**config.mk**
```make
export PLATFORM = sky130hd
export DESIGN_NAME = router_pkt_gen
export DESIGN_NICKNAME = d
export VERILOG_FILES = /design/src/rtl/router_pkt_gen.sv
export SDC_FILE = /design/constraint.sdc
export NUM_CORES = 1
export LEC_CHECK = 0
export BUFFER_PORTS_ARGS = -buffer_cell sky130_fd_sc_hd__buf_2
export CELL_PAD_IN_SITES_DETAIL_PLACEMENT = 1
export CELL_PAD_IN_SITES_GLOBAL_PLACEMENT = 2
export CORE_UTILIZATION = 28
export DETAILED_ROUTE_END_ITERATION = 12
export PLACE_DENSITY_LB_ADDON = 0.2
export SLEW_MARGIN = 40
export SYNTH_ARGS = -nofsm -noshare
export SYNTH_HDL_FRONTEND = slang
export SYNTH_SLANG_ARGS = --single-unit
export TNS_END_PERCENT = 5
```
**constraint.sdc**
```tcl
create_clock -name clk -period 2.6 [get_ports clk]
set_input_delay 0.78 -clock clk [delete_from_list [all_inputs] [get_ports clk]]
set_output_delay 0.78 -clock clk [all_outputs]
set_load 0.05 [all_outputs]
```
**src/rtl/router_pkt_gen.sv**
```systemverilog
// rtl/router_pkt_gen.sv - Router self-test packet source (header, LFSR payload, parity); optional ERR_INJECT_EN adds inj_err
module router_pkt_gen #(
    parameter int IPG = 2
) (
    input  logic       clk,
    input  logic       rst,
    input  logic       start,
    input  logic [1:0] dest,
    input  logic [5:0] len,
    input  logic [7:0] seed,
    input  logic       busy,
    input  logic       err,
`ifdef ERR_INJECT_EN
    input  logic       inj_err,
`endif
    output logic [7:0] data_out,
    output logic       pkt_valid,
    output logic       idle,
    output logic       done,
    output logic       bad_req,
    output logic [7:0] pkt_cnt,
    output logic [7:0] err_cnt
);

    typedef enum logic [2:0] {
        S_IDLE    = 3'd0,
        S_HEADER  = 3'd1,
        S_PAYLOAD = 3'd2,
        S_PARITY  = 3'd3,
        S_GAP     = 3'd4
    } state_t;

    // Gap counter is loaded with IPG-1 so GAP lasts exactly IPG cycles
    localparam logic [3:0] GAP_LOAD = (IPG > 0) ? 4'(IPG - 1) : 4'd0;

    state_t     state, state_nxt;
    logic [1:0] dest_q, dest_nxt;
    logic [5:0] len_q, len_nxt;
    logic [7:0] lfsr, lfsr_nxt;
    logic [7:0] parity_acc, parity_nxt;
    logic [5:0] remaining, remaining_nxt;
    logic [3:0] gap_cnt, gap_nxt;
    logic       inj_q, inj_nxt;
    logic [7:0] data_nxt;
    logic       valid_nxt;
    logic       idle_nxt;
    logic       done_nxt;
    logic       bad_nxt;
    logic [7:0] pkt_cnt_nxt;
    logic       err_q;

    function automatic logic [7:0] lfsr_step(input logic [7:0] s);
        return {s[6:0], s[7] ^ s[5] ^ s[4] ^ s[3]};
    endfunction

    // State and registered outputs; reset aborts any packet in flight
    always_ff @(posedge clk or negedge rst) begin
        if (!rst) begin
            state      <= S_IDLE;
            dest_q     <= 2'd0;
            len_q      <= 6'd0;
            lfsr       <= 8'd0;
            parity_acc <= 8'd0;
            remaining  <= 6'd0;
            gap_cnt    <= 4'd0;
            inj_q      <= 1'b0;
            data_out   <= 8'd0;
            pkt_valid  <= 1'b0;
            idle       <= 1'b1;
            done       <= 1'b0;
            bad_req    <= 1'b0;
            pkt_cnt    <= 8'd0;
        end else begin
            state      <= state_nxt;
            dest_q     <= dest_nxt;
            len_q      <= len_nxt;
            lfsr       <= lfsr_nxt;
            parity_acc <= parity_nxt;
            remaining  <= remaining_nxt;
            gap_cnt    <= gap_nxt;
            inj_q      <= inj_nxt;
            data_out   <= data_nxt;
            pkt_valid  <= valid_nxt;
            idle       <= idle_nxt;
            done       <= done_nxt;
            bad_req    <= bad_nxt;
            pkt_cnt    <= pkt_cnt_nxt;
        end
    end

    // Next-state and next-output logic; busy freezes everything in transmit states
    always_comb begin
        state_nxt     = state;
        dest_nxt      = dest_q;
        len_nxt       = len_q;
        lfsr_nxt      = lfsr;
        parity_nxt    = parity_acc;
        remaining_nxt = remaining;
        gap_nxt       = gap_cnt;
        inj_nxt       = inj_q;
        data_nxt      = data_out;
        valid_nxt     = pkt_valid;
        idle_nxt      = idle;
        done_nxt      = 1'b0;
        bad_nxt       = 1'b0;
        pkt_cnt_nxt   = pkt_cnt;

        case (state)
            S_IDLE: begin
                data_nxt  = 8'd0;
                valid_nxt = 1'b0;
                idle_nxt  = 1'b1;
                if (start) begin
                    if (len == 6'd0 || dest == 2'd3) begin
                        bad_nxt = 1'b1;
                    end else begin
                        dest_nxt  = dest;
                        len_nxt   = len;
                        lfsr_nxt  = (seed == 8'd0) ? 8'h01 : seed;
`ifdef ERR_INJECT_EN
                        inj_nxt   = inj_err;
`else
                        inj_nxt   = 1'b0;
`endif
                        data_nxt  = {len, dest};
                        valid_nxt = 1'b1;
                        idle_nxt  = 1'b0;
                        state_nxt = S_HEADER;
                    end
                end
            end
            S_HEADER: begin
                if (!busy) begin
                    parity_nxt    = {len_q, dest_q};
                    remaining_nxt = len_q;
                    data_nxt      = lfsr;
                    state_nxt     = S_PAYLOAD;
                end
            end
            S_PAYLOAD: begin
                if (!busy) begin
                    parity_nxt    = parity_acc ^ lfsr;
                    remaining_nxt = remaining - 6'd1;
                    lfsr_nxt      = lfsr_step(lfsr);
                    if (remaining == 6'd1) begin
                        data_nxt  = parity_acc ^ lfsr ^ {7'd0, inj_q};
                        valid_nxt = 1'b0;
                        state_nxt = S_PARITY;
                    end else begin
                        data_nxt  = lfsr_step(lfsr);
                    end
                end
            end
            S_PARITY: begin
                if (!busy) begin
                    done_nxt    = 1'b1;
                    pkt_cnt_nxt = pkt_cnt + 8'd1;
                    data_nxt    = 8'd0;
                    if (IPG == 0) begin
                        idle_nxt  = 1'b1;
                        state_nxt = S_IDLE;
                    end else begin
                        gap_nxt   = GAP_LOAD;
                        state_nxt = S_GAP;
                    end
                end
            end
            S_GAP: begin
                data_nxt  = 8'd0;
                valid_nxt = 1'b0;
                if (gap_cnt == 4'd0) begin
                    idle_nxt  = 1'b1;
                    state_nxt = S_IDLE;
                end else begin
                    gap_nxt = gap_cnt - 4'd1;
                end
            end
            default: begin
                data_nxt  = 8'd0;
                valid_nxt = 1'b0;
                idle_nxt  = 1'b1;
                state_nxt = S_IDLE;
            end
        endcase
    end

    // Router error reports: count rising edges of err, saturating at 255
    always_ff @(posedge clk or negedge rst) begin
        if (!rst) begin
            err_q   <= 1'b0;
            err_cnt <= 8'd0;
        end else begin
            err_q <= err;
            if (err && !err_q && err_cnt != 8'hFF) begin
                err_cnt <= err_cnt + 8'd1;
            end
        end
    end

endmodule

```
==> impl_metrics.toml, run 1 <==
[run_status]
status = "finished with violations"
violations = "DRC"

[global_routing]
overflow = 0
grt_pass1_wl_um = 15800
grt_usage = 0.164
grt_pass1_vias = 2931
antenna_found_initial = 0
grt_max_degree = 67

[timing]
period_minus_slack_ns = 2.08
worst_slew_pin_slew_ns = 0.617
fmax_mhz = 480
finalClockSkew_ns = 0.00551
setup-tns-final_ns = 0
slew_headroom = 0.586
finalHoldWorstSlack_ns = 0.455
period_share = 0.801
maxSlewViolCount = 0
hold_violations = 0
worst_slack_ns = 0.517
setup_viol = 0
rsz0062_at_grt = "no"

[logic_synthesis]
synth_cell_types = 50
synth_xor_area_frac = 0.0547
post-synth-top-count-cell = "dfrtp_1"
synthAdderAreaFrac = 0.0186
muxShareOfSynthArea = 0.0197
synth_simple_gate_area_frac = 0.190
synth_ff_type = "dfrtp_1"
synth.avg_cell_area_um2 = 9.57
ys_ff_latch = 66
syn_nets = 377
synth_compound_area_frac = 0.188
synth_largest_area_cell = "dfrtp_1"
synth-seq-area-share = 0.492
synthesis.area_um2 = 3360
yosysTopAreaCellShare = 0.484
synth-warning-count = 0
synth_cells = 351
synthArstFlopShare = 1.00
synthTopCellsByCount = "65 x dfrtp_1, 46 x nor2_1, 34 x nand2_1, 27 x o21ai_0, 20 x a21oi_1"
synth_area_leaders = "dfrtp_1 48%, nor2_1 5.1%, o21ai_0 4.0%, xnor2_1 3.9%, nand2_1 3.8%"
synth_top_family_by_area = "simple AND/OR/NAND/NOR gates"
synth_edf_count = 0

[floorplan]
core_area_um2 = 11600
die_y_um = 112
num_rows = 39
die_area_um2 = 12400
die-width_um = 112
ioPinCount = 49
start_util = 0.290

[clocking]
insertion_delay_ns = 0.33
postCtsSetupRepairBufs = 0
clk_path_buf_depth = 2
cts_max_level = 3
hold_buffers = 0
cts.sinks = 66
root_buffer = "clkbuf_16"
clk_pin_slew_worst_paths_ns = 0.06
numCtsBuffers = 9
cts.repair.resized = 0
cts_tree = "done"

[critical_path]
r2r_end = "data_out[4]$_DFFE_PN0P_"
r2r_start = "state[0]$_DFFE_PN0P_"
critPathBufInv = 1
crit_path_max_incr_delay_ns = 0.66
crit_arrival_ns = 2.33
worstSetupPathType = "register to register"
crit_end = "data_out[4]$_DFFE_PN0P_"
critical_path.top_delay_family = "simple AND/OR/NAND/NOR gates"
startpoint_type = "register"
startpoint = "state[0]$_DFFE_PN0P_"
cp-end-kind = "register"
critPathMaxFanout = 14
cp_slowest_cell = "or3b_2"
r2r_cells = 5
cp_cell_sequence = "or3b_2, buf_4, nor4b_1, a211oi_1, o21ai_0"
rrSetupSlack_ns = 0.52
worst_ep_required_time_ns = 2.85
cp.depth = 5

[placement]
post-place-ws_ns = 0.162
gp_congestion = 0.716
post-dp-hpwl_um = 6650
numPortBuffers = 48

[detailed_routing]
first_iter_violations = 129
drtAntennaViolNets = 0
num_vias = 2797
wl_um = 9260
drt-pass1-iter-count = 10
detail_route.wl_per_cell_um = 16.8
viasPerCell = 5.09
drc = 7

[power]
power_density_nw_per_um2 = 1410
peakVddDrop_v = 0.000356
p_leak_nw = 1.82
fin_total_pwr_w = 0.00577

[min_path]
timing.hold.worst.class = "input pin to asynchronous set/reset pin"

[finish]
diodes = 0
postLayoutCoreUtil = 0.354
nNetsFinal = 428
syn_to_final_growth_pct = 21.7
drive_gt1_frac = 0.221

[run]
drv_cap = 0
## layer usage
layer | wire (µm) | vias to the layer above | GRT usage
met5 | 0 | - | 0
met4 | 161 | 0 | 0.0676
met3 | 280 | 12 | 0.0289
met2 | 4150 | 49 | 0.254
met1 | 4670 | 1375 | 0.225
li1 | - | 1361 | -
## cells in the final DEF (no fill, tap or decap), drive strengths merged, types with 4 or more instances in the layout
cell type / n
a22o: 6
o22a: 5
nand4: 4
a22oi: 4
xor2: 6
mux2: 5
nand3: 11
nor4: 6
buf: 60
a211oi: 5
dfrtp: 65
nand2: 34
o21ai: 28
inv: 6
nor3b: 4
clkbuf: 15
a21oi: 21
a31oi: 11
xnor2: 15
ha: 5
nor2: 46
nand2b: 6
## through the flow
step	cells	area [µm²]
2_1_floorplan	351	3360
3_3_place_gp	534	3790
3_5_place_dp	534	3790
4_1_cts	550	4090
5_1_grt	550	4090
6_report	550	4090
## worst register-to-register path, cell delays in order, from the launching register on
cell	delay, ns
dfrtp_1	0.48
or3b_2	0.66
buf_4	0.25
nor4b_1	0.33
a211oi_1	0.12
o21ai_0	0.16
## kinds of logic (layout without fill, tap and decap cells)
family                     Yosys count  count (layout)
AOI/OAI and AO/OA                   96              96
xor gates and xnor gates            21              21
adders and majority gates            5               5
buffers and inverters               26              82
DFF                                 66              66
muxes                                6               6
and+or+nand+nor                    131             131
## registers in the layout, summed over array words and instances (netlist names), 2 cells and up
signal / flops
state: 3
len_q: 6
gap_cnt: 4
pkt_cnt: 8
err_cnt: 8
remaining: 6
data_out: 8
parity_acc: 8
lfsr: 8
dest_q: 2
## worst min-delay path by stage
stage               cells after the start  slack [ns]                    from                      to
floorplan                               1        0.44   dest_q[0]$_DFFE_PN0P_   dest_q[0]$_DFFE_PN0P_
finish                                  2        0.46                     rst  gap_cnt[2]$_DFFE_PN0P_
global route                            1        0.50  pkt_cnt[7]$_DFFE_PN0P_  pkt_cnt[7]$_DFFE_PN0P_
global placement                        1        0.46  pkt_cnt[7]$_DFFE_PN0P_  pkt_cnt[7]$_DFFE_PN0P_
detailed placement                      1        0.47  pkt_cnt[7]$_DFFE_PN0P_  pkt_cnt[7]$_DFFE_PN0P_
CTS                                     1        0.48  pkt_cnt[7]$_DFFE_PN0P_  pkt_cnt[7]$_DFFE_PN0P_
## area by class of cell
| type | count | area [µm²] |
|---|---|---|
| Fill cell | 1337 | 7480 |
| Sequential cell | 66 | 1650 |
| Multi-Input combinational cell | 259 | 1590 |
| Timing Repair Buffer | 60 | 343 |
| Clock buffer | 15 | 298 |
| Tap cell | 143 | 179 |
| Inverter | 6 | 22.5 |
| Clock inverter | 1 | 5.00 |
## where the power goes
part           internal, W  switching, W  total [W]
clock             0.000775      0.000449    0.00122
combinational     0.000945       0.00166    0.00261
sequential         0.00146      0.000481    0.00195
total              0.00318       0.00259    0.00577
Note: power is estimated with default switching activity, not from simulation.
==> run 2, diff against run 1 <==
- clock period: 2.6 -> 2.1 ns (I/O delays scaled with it)
==> impl_metrics.toml, run 2 (synthesized netlist as in run 1, its figures left out) <==
[clocking]
cts_max_level = 3
numCtsBuffers = 9
clk_pin_slew_worst_paths_ns = 0.06
root_buffer = "clkbuf_16"
postCtsSetupRepairBufs = 0
cts_tree = "done"
insertion_delay_ns = 0.33
cts.sinks = 66
hold_buffers = 0
clk_path_buf_depth = 2

[global_routing]
antenna_found_initial = 0
grt_max_degree = 67
grt_usage = 0.160
overflow = 0
grt_pass1_wl_um = 15400
grt_pass1_vias = 2941

[detailed_routing]
drc = 7
drt-met1-wl_um = 4470
met2_length_um = 4170
wl_um = 9180
num_vias = 2855
viasPerCell = 5.05
first_iter_violations = 135
detail_route.wl_per_cell_um = 16.3
drtAntennaViolNets = 0
drt-pass1-iter-count = 10
topRoutingLayerUsed = "met4"
wl_met3_um = 395

[placement]
post-place-ws_ns = -0.174
numPortBuffers = 48
gp_congestion = 0.738
post_dp_cell_area_um2 = 3900
post-dp-hpwl_um = 6660

[finish]
postLayoutCoreUtil = 0.368
finalInstanceArea_um2 = 4250
syn_to_final_growth_pct = 26.6
layout_commonest_cell = "dfrtp_1"
nNetsFinal = 443
final_cell_mix = "65 x dfrtp_1, 48 x buf_2, 46 x nor2_1, 33 x nand2_1, 26 x o21ai_0"
diodes = 0
drive_gt1_frac = 0.261

[critical_path]
r2r_cells = 7
worst_ep_required_time_ns = 2.30
crit_arrival_ns = 2.17
critPathMaxFanout = 7
cp-end-kind = "register"
worstSetupPathType = "register to register"
startpoint_type = "register"

[power]
p_leak_nw = 1.91
power_density_nw_per_um2 = 1760
peakVddDrop_v = 0.000430

[timing]
maxSlewViolCount = 0
worst_slew_pin_slew_ns = 0.517
worst_slack_ns = 0.127
period_share = 0.940
rsz0062_at_grt = "no"
setup-tns-final_ns = 0
setup_viol = 0
finalHoldWorstSlack_ns = 0.308
finalClockSkew_ns = 0.00593
hold_violations = 0
period_minus_slack_ns = 1.97
slew_headroom = 0.650
fmax_mhz = 507

[floorplan]
die-width_um = 112
num_rows = 39
die_y_um = 112
die_area_um2 = 12400
ioPinCount = 49
core_area_um2 = 11600
start_util = 0.290

[run]
drv_cap = 0

[min_path]
timing.hold.worst.class = "input pin to asynchronous set/reset pin"

[run_status]
status = "finished with violations"
violations = "DRC"
-- run 2: where the power goes --
group / internal [W] / leakage [nW] / switching, W
Clock: 0.00107 / 0.147 / 0.000585
Sequential: 0.00181 / 0.811 / 0.000582
Combinational: 0.00131 / 0.949 / 0.00213
Total: 0.00419 / 1.91 / 0.00329
-- run 2: per-stage QoR --
stage,total power (W),instances
after floorplan,0.00475,351
after global placement,0.00576,549
after detailed placement,0.00585,549
after CTS,0.00756,565
after global routing,0.00806,565
final,0.00749,565
-- run 2: layout make-up --
cell class / count / area, µm²
timing repair buffer: 75 / 459
fill: 1339 / 7310
sequential: 66 / 1650
inverter: 6 / 22.5
clock buffer: 10 / 239
tap: 143 / 179
clock inverter: 6 / 90.1
multi-input combinational: 259 / 1610
-- run 2: metal layers --
metal,up-vias,track usage
li1,1389,-
met1,1392,0.218
met5,-,0
met3,10,0.0250
met4,0,0.0631
met2,64,0.255
-- run 2: final timing paths --
path / start / end / slack [ns]
setup / recovery: remaining[3]$_DFFE_PN0P_ / data_out[1]$_DFFE_PN0P_ / 0.13
hold / removal: rst / done$_DFF_PN0_ / 0.31
setup reg to reg: remaining[3]$_DFFE_PN0P_ / data_out[1]$_DFFE_PN0P_ / 0.13
hold reg to reg: pkt_cnt[7]$_DFFE_PN0P_ / pkt_cnt[7]$_DFFE_PN0P_ / 0.46
max in group asynchronous: rst / idle$_DFFE_PN1P_ / 1.47
min in group clk: err / err_q$_DFF_PN0_ / 0.42
-- run 2: what timing repair did --
item                                   in CTS  in global routing
pin swaps                                   0                  3
gates resized for setup                     2                  5
endpoints found under the hold margin       0                  0
setup endpoints to repair                   2                  4
-- run 2: worst max-delay path: stages (launching register included) --
cell and delay [ns]:
dfrtp_1 0.39, nor4_2 0.31, buf_4 0.18, nand2_4 0.06, buf_6 0.14, mux2_2 0.26, a222oi_1 0.39, o21ai_1 0.12
